--- src/rtl/hailstone_engine.sv ---
// Hailstone (Collatz) sequence engine: emits one term per cycle from n_in down to 1.
// Optional macro HAILSTONE_PEAK_EN builds the peak-term tracker; otherwise peak is tied to 0.
module hailstone_engine #(
    parameter int WIDTH      = 16,
    parameter int STEP_WIDTH = 16
) (
    input  logic                  clk,
    input  logic                  reset,
    input  logic                  start,
    input  logic [WIDTH-1:0]      n_in,
    output logic                  busy,
    output logic                  value_valid,
    output logic [WIDTH-1:0]      value_out,
    output logic                  done,
    output logic [STEP_WIDTH-1:0] steps,
    output logic [WIDTH-1:0]      peak,
    output logic                  overflow,
    output logic                  error
);

    typedef enum logic [1:0] {
        ST_IDLE = 2'd0,
        ST_RUN  = 2'd1,
        ST_DONE = 2'd2
    } state_t;

    state_t                r_state;
    state_t                w_state_nxt;
    logic [WIDTH-1:0]      r_cur;
    logic [WIDTH-1:0]      w_cur_nxt;
    logic                  r_valid;
    logic                  w_valid_nxt;
    logic                  r_busy;
    logic                  w_busy_nxt;
    logic                  r_done;
    logic                  w_done_nxt;
    logic [STEP_WIDTH-1:0] r_steps;
    logic [STEP_WIDTH-1:0] w_steps_nxt;
    logic                  r_ovf;
    logic                  w_ovf_nxt;
    logic                  r_err;
    logic                  w_err_nxt;

    logic [WIDTH+1:0]      w_triple;
    logic                  w_tri_ovf;
    logic                  w_steps_max;
    logic                  w_is_one;
    logic                  w_n_zero;
    logic [STEP_WIDTH-1:0] w_steps_inc;

    // 3*cur+1 carried two bits wider so the overflow check sees the true result
    assign w_triple    = ({2'b00, r_cur} << 1) + {2'b00, r_cur} + {{(WIDTH+1){1'b0}}, 1'b1};
    assign w_tri_ovf   = |w_triple[WIDTH+1:WIDTH];
    assign w_steps_max = (r_steps == {STEP_WIDTH{1'b1}});
    assign w_is_one    = (r_cur == {{(WIDTH-1){1'b0}}, 1'b1});
    assign w_n_zero    = (n_in == {WIDTH{1'b0}});
    assign w_steps_inc = r_steps + {{(STEP_WIDTH-1){1'b0}}, 1'b1};

    // Next-state and next-output decode for the IDLE/RUN/DONE sequencer
    always_comb begin
        w_state_nxt = r_state;
        w_cur_nxt   = r_cur;
        w_valid_nxt = 1'b0;
        w_busy_nxt  = 1'b0;
        w_done_nxt  = 1'b0;
        w_steps_nxt = r_steps;
        w_ovf_nxt   = r_ovf;
        w_err_nxt   = r_err;
        case (r_state)
            ST_IDLE: begin
                if (start) begin
                    w_busy_nxt  = 1'b1;
                    w_steps_nxt = {STEP_WIDTH{1'b0}};
                    w_ovf_nxt   = 1'b0;
                    if (w_n_zero) begin
                        w_state_nxt = ST_DONE;
                        w_done_nxt  = 1'b1;
                        w_err_nxt   = 1'b1;
                    end else begin
                        w_state_nxt = ST_RUN;
                        w_cur_nxt   = n_in;
                        w_valid_nxt = 1'b1;
                        w_err_nxt   = 1'b0;
                    end
                end else begin
                    w_state_nxt = ST_IDLE;
                end
            end
            ST_RUN: begin
                w_busy_nxt = 1'b1;
                if (w_is_one) begin
                    w_state_nxt = ST_DONE;
                    w_done_nxt  = 1'b1;
                end else if (w_steps_max) begin
                    // steps saturate rather than wrap: stop with overflow
                    w_state_nxt = ST_DONE;
                    w_done_nxt  = 1'b1;
                    w_ovf_nxt   = 1'b1;
                end else if (!r_cur[0]) begin
                    w_cur_nxt   = r_cur >> 1;
                    w_steps_nxt = w_steps_inc;
                    w_valid_nxt = 1'b1;
                end else if (w_tri_ovf) begin
                    w_state_nxt = ST_DONE;
                    w_done_nxt  = 1'b1;
                    w_ovf_nxt   = 1'b1;
                end else begin
                    w_cur_nxt   = w_triple[WIDTH-1:0];
                    w_steps_nxt = w_steps_inc;
                    w_valid_nxt = 1'b1;
                end
            end
            ST_DONE: begin
                w_state_nxt = ST_IDLE;
            end
            default: begin
                w_state_nxt = ST_IDLE;
            end
        endcase
    end

    // State and output registers
    always_ff @(posedge clk or negedge reset) begin
        if (!reset) begin
            r_state <= ST_IDLE;
            r_cur   <= {WIDTH{1'b0}};
            r_valid <= 1'b0;
            r_busy  <= 1'b0;
            r_done  <= 1'b0;
            r_steps <= {STEP_WIDTH{1'b0}};
            r_ovf   <= 1'b0;
            r_err   <= 1'b0;
        end else begin
            r_state <= w_state_nxt;
            r_cur   <= w_cur_nxt;
            r_valid <= w_valid_nxt;
            r_busy  <= w_busy_nxt;
            r_done  <= w_done_nxt;
            r_steps <= w_steps_nxt;
            r_ovf   <= w_ovf_nxt;
            r_err   <= w_err_nxt;
        end
    end

`ifdef HAILSTONE_PEAK_EN
    logic [WIDTH-1:0] r_peak;
    logic             w_peak_load;
    logic             w_peak_upd;

    // Halving never raises the peak, so only successful odd steps are compared
    assign w_peak_load = (r_state == ST_IDLE) && start && !w_n_zero;
    assign w_peak_upd  = (r_state == ST_RUN) && !w_is_one && !w_steps_max && r_cur[0]
                         && !w_tri_ovf && (w_triple[WIDTH-1:0] > r_peak);

    // Peak register
    always_ff @(posedge clk or negedge reset) begin
        if (!reset) begin
            r_peak <= {WIDTH{1'b0}};
        end else if (w_peak_load) begin
            r_peak <= n_in;
        end else if (w_peak_upd) begin
            r_peak <= w_triple[WIDTH-1:0];
        end else begin
            r_peak <= r_peak;
        end
    end

    assign peak = r_peak;
`else
    assign peak = {WIDTH{1'b0}};
`endif

    assign busy        = r_busy;
    assign value_valid = r_valid;
    assign value_out   = r_cur;
    assign done        = r_done;
    assign steps       = r_steps;
    assign overflow    = r_ovf;
    assign error       = r_err;

endmodule
--- config.mk ---
export PLATFORM = sky130hd
export DESIGN_NAME = hailstone_engine
export DESIGN_NICKNAME = d
export VERILOG_FILES = /design/src/rtl/hailstone_engine.sv
export SDC_FILE = /design/constraint.sdc
export NUM_CORES = 1
export LEC_CHECK = 0
export CAP_MARGIN = 20
export CORE_MARGIN = 10
export CORE_UTILIZATION = 45
export CTS_CLUSTER_DIAMETER = 80
export DETAILED_ROUTE_END_ITERATION = 12
export PLACE_DENSITY = 0.73
export SETUP_SLACK_MARGIN = 0.3
export SLEW_MARGIN = 20
export SYNTH_ARGS = -nofsm -noshare
export SYNTH_HDL_FRONTEND = slang
export SYNTH_SLANG_ARGS = --single-unit
--- constraint.sdc ---
create_clock -name clk -period 5.5 [get_ports clk]
set_input_delay 1.375 -clock clk [delete_from_list [all_inputs] [get_ports clk]]
set_output_delay 1.375 -clock clk [all_outputs]
set_load 0.01 [all_outputs]
# == Yosys cells after proc, flatten, opt, wreduce, memory -nomap -nowiden ==
# Cells that the tools add are included.
# W data, S select, Z words.
# word_totals
reg_bits,39
input_bits,19
out_inout_bits,53
word_cells,76
# classes
addsub,3
n_eq_ne,12
muxes,42
n_reduce_logical,10
# ops
op,count
$mux W16,11
$pmux W16 S2,2
$add A17 B16 Y18,1
$add A18 B1 Y18 const B,1
$mux W1,18
$add A16 B1 Y16 const B,1
$eq A16 B1 Y1 const B,1
$eq A16 B16 Y1 const B,1
$logic_not A16 Y1,1
$reduce_and A5 Y1,3
$mux W2,6
$ne A3 B3 Y1 const B,3
$ne A2 B2 Y1 const B,4
$ne A4 B4 Y1 const B,2
$pmux W1 S2,4
$reduce_and A6 Y1,1
$pmux W2 S2,1
$reduce_and A2 Y1,2
$eq A2 B1 Y1 const B,1
$logic_not A2 Y1,1
$reduce_bool A2 Y1,1
$reduce_or A2 Y1,1

# == Depth between registers and ports, before layout ==
# logic_depth
ltp_word,8
depth_mapped,14
mapped_depth_nobuf,11

# == Worst setup path before layout ==
# Ideal clock, no wire load.
# synth_timing
path_kind,input to register
startpoint,input port start
endpoint,register r_steps[5] (netlist: steps[5])
setup_ns,0.119
arrival_time_ns,2.833
t_required_ns,5.381
path_slack_ns,2.548
path_stages,6
n_path_buf,1
cell_sequence,nor3b_1 -> o22a_1 -> o21ai_1 -> buf_2 -> o31a_1 -> o21a_1
# synth_between
elab_chain_cells,2
# synth_rtl
item,line_no,rtl
start: declaration,9,"input logic start,"
$ne A2 B2 Y1 (no line),n/a,
$reduce_and A5 Y1 (no line),n/a,
end signal: assignment,130,r_steps <= {STEP_WIDTH{1'b0}};
end signal: assignment,139,r_steps <= w_steps_nxt;
end: declaration,37,logic [STEP_WIDTH-1:0] r_steps;
# No other way between the ends.
# A chain may end at the register's enable or synchronous reset.

# == Worst setup path after layout ==
# layout_timing
startpoint,register r_cur[0] (netlist: value_out[0])
endpoint,register r_cur[14] (netlist: value_out[14])
# layout_between
elab_chain_cells,7
word_cells_on_any_way,12
classes_between,add/sub: 2; eq/ne: 3; mux: 5; reduce/logical: 2
# layout_rtl
item,line_no,rtl
start: declaration,29,logic [WIDTH-1:0] r_cur;
start signal: assignment,126,r_cur <= {WIDTH{1'b0}};
start signal: assignment,135,r_cur <= w_cur_nxt;
$add A17 B16 Y18,52,"assign w_triple = ({2'b00, r_cur} << 1) + {2'b00, r_cur} + {{(WIDTH+1){1'b0}}, 1'b1};"
$add A18 B1 Y18,52,
$mux W16,103,end else if (w_tri_ovf) begin
$mux W16,99,end else if (!r_cur[0]) begin
$mux W16,94,end else if (w_steps_max) begin
$mux W16,91,if (w_is_one) begin
$pmux W16 S2,69,case (r_state)
# Several ways; a longest one is shown, not always the timed one. The select of a mux whose other input is x is not followed.

==> flow_summary.yaml <==
synthesis:
  synth_edf_count: 0
  mappedNetlistArea_mm2: 0.003168
  yosys-top-cells-area: "dfrtp_1, ha_1, a21oi_1"
  synth-main-ff-cell: "dfrtp_1"
  yosysSeqAreaShare: 0.3081
  avgSynthCellArea_um2: 8.403
  ys_ff_latch: 39
  synthArstFlopShare: 1.000
  synth_top_area_frac: 0.3081
  synth-warning-count: 0
  synth_cells: 377
  synth_top_area_cell: "dfrtp_1"
  synth_cell_types: 54
place:
  numPortBuffers: 55
  gp_congestion: 0.8441
  dp_hpwl_mm: 6.284
  dp_cells: 508
global_routing:
  met2_usage: 0.2545
  grt_use_met3: 0.04709
  grt_overflow: 0
  grt_pass1_vias: 2830
  globalRouteMet1Util: 0.1806
  grt_first_pass_wirelength_mm: 13.94
  grt_max_degree: 40
  track_usage: 0.1503
  top_usage_layer: "met2"
  antenna_found_initial: 0
cts:
  cts_tree: "built"
  clk_latency_ps: 300
  cts-buffers-inserted: 5
  root_buffer: "clkbuf_8"
  htreeDepth: 2
  cts_sinks: 39
  post_cts_buffers: 0
  clk_pin_slew_worst_paths_ps: 80
  ctsHoldBuffers: 0
  clk_path_buf_depth: 2
  ctsResizeCount: 0
critical_path:
  cp_data_arrival_time_ps: 3860
  worst_ep_required_time_ps: 5720
  worstSetupEndpointType: "register"
  critPathKind: "register to register"
  start_kind: "register"
  cp_max_fo: 24
sta:
  finalCriticalPeriod_ps: 3637
  fmax_mhz: 275.0
  hold_viol: 0
  rsz0062_at_grt: "false"
  relSlewSlack: 0.4091
  period_share: 0.6612
  fin_skew_ps: 10.42
  setup_tns_ps: 0
  tightest_slew_ps: 886.4
  setup_violations: 0
  report.final.slew_viol_count: 0
die:
  chipHeight_um: 103.9
  rows: 30
  ioPinCount: 72
  die_area_mm2: 0.01080
  start_util: 0.4637
  die_width_um: 103.9
  fp.coreArea_mm2: 0.006832
routing:
  vias: 2892
  drt_iter0_drc: 142
  wirelength_mm: 8.369
  dr.pass1.iters: 4
  viasPerCell: 5.594
  drcViolationCount: 0
  ant_nets: 0
  wl_per_cell_um: 16.19
power_and_ir_drop:
  power-per-cell-area_mw_per_mm2: 655.4
  power.switching_mw: 1.260
  sw_frac_of_total: 0.5092
  p_clk_frac: 0.080
  p_comb_frac: 0.708
  p_seq_frac: 0.212
  peakVddDrop_v: 0.0003445
  internal_power_mw: 1.215
  p_leak_nw: 1.592
finish:
  stdcell_count: 517
  antenna_cells: 0
  nNetsFinal: 466
  final.fill_count: 680
  area_growth_pct: 19.19
  drive_gt1_frac: 0.05226
run:
  cap_violations: 0
status:
  status: "completed"
hold_path:
  worstHoldPathType: "register to register"
cell usage after synthesis (3+ instances only):
master,instances
and3_1,3
nor2b_1,4
a21oi_1,33
or3_1,5
buf_4,16
buf_2,6
nand2_1,21
o21ai_1,5
nor4_1,6
dfrtp_1,39
buf_6,3
xor2_1,10
nand3_1,13
nor3_1,18
o21ai_0,20
clkbuf_1,11
o211ai_1,5
a21oi_2,3
nor2_1,34
a21o_1,5
o21a_1,8
ha_1,26
nand4_1,5
a31oi_1,4
inv_1,21
xnor2_1,6
a221oi_1,13
power groups by stage:
stage	sequential, mW	clock [mW]	combinational, mW
floorplan	0.511	0	1.31
global placement	0.525	0	1.68
detailed placement	0.527	0	1.71
CTS	0.524	0.202	1.72
global route	0.543	0.213	1.95
finish	0.524	0.197	1.75
layout make-up:
type	instances	area, um^2	area share
multi-input cells	296	1948	0.5159
clock buffers	6	72.57	0.01922
well taps	96	120.1	0.03181
inverters	21	78.83	0.02087
flip-flops and latches	39	975.9	0.2584
clock inverters	2	12.51	0.003313
repair buffers	57	568.0	0.1504
through the flow:
stage                     hold WS [ps]  setup WS [ps]  utilization  area [um^2]  power [mW]
after floorplan                  516.2           2548            -         3224       1.824
after global placement           472.8           1564       0.5375         3672       2.206
after detailed placement         478.4           1446       0.5375         3672       2.232
after CTS                        496.3           1637       0.5500         3757       2.449
after global routing             565.8           1511       0.5527         3776       2.707
final                            487.3           1863       0.5527         3776       2.475
flip-flops by register name (all words and copies together) (netlist names):
name         cells
busy             1
r_state          2
steps           16
error            1
done             1
overflow         1
value_valid      1
value_out       16
worst paths after layout:
check | from | endpoint | slack, ps | cells after the start
worst max register to register | value_out[0] | value_out[14] | 1860 | 10
worst min-delay path | error | error | 490 | 2
worst min register to register | error | error | 490 | 2
min in group asynchronous | reset | steps[14] | 1190 | 1
worst max-delay path | value_out[0] | value_out[14] | 1860 | 10
max in group asynchronous | reset | value_out[13] | 3740 | 1
kinds of logic (layout without fill, tap and decap cells):
family          Yosys count  count (layout)  share of synthesized area
simple gates            122             122                     0.1927
compound gates          114             114                     0.2457
buf+inv                  57              86                    0.09597
flops                    39              39                     0.3081
fa+ha+maj                27              27                     0.1090
xor+xnor                 16              16                    0.04423
other cells               1              16                   0.001184
mux                       1               1                   0.003160
critical path, stage by stage, from the launching register on:
cell	delay (ps)
dfrtp_1	900
ha_1	300
o211ai_1	130
a21bo_2	230
a31oi_1	250
a221oi_2	100
xnor2_1	160
nor4_2	430
and3_1	660
a221oi_1	210
a21oi_1	190
placed cells by master (no fill, tap or decap), drive strengths merged, types with 14 or more instances in the layout:
cell           instances
clkdlybuf4s50         54
dfrtp                 39
a21oi                 36
nor2                  34
ha                    26
o21ai                 25
inv                   21
nand2                 21
nor3                  18
conb                  16
a221oi                14
routing by layer:
metal / up-vias / wire [um]
met5: - / 0
met4: 0 / 84
met1: 1380 / 3648
met3: 9 / 568
met2: 82 / 4068
li1: 1421 / -
Power figures use the tool's default switching activity.
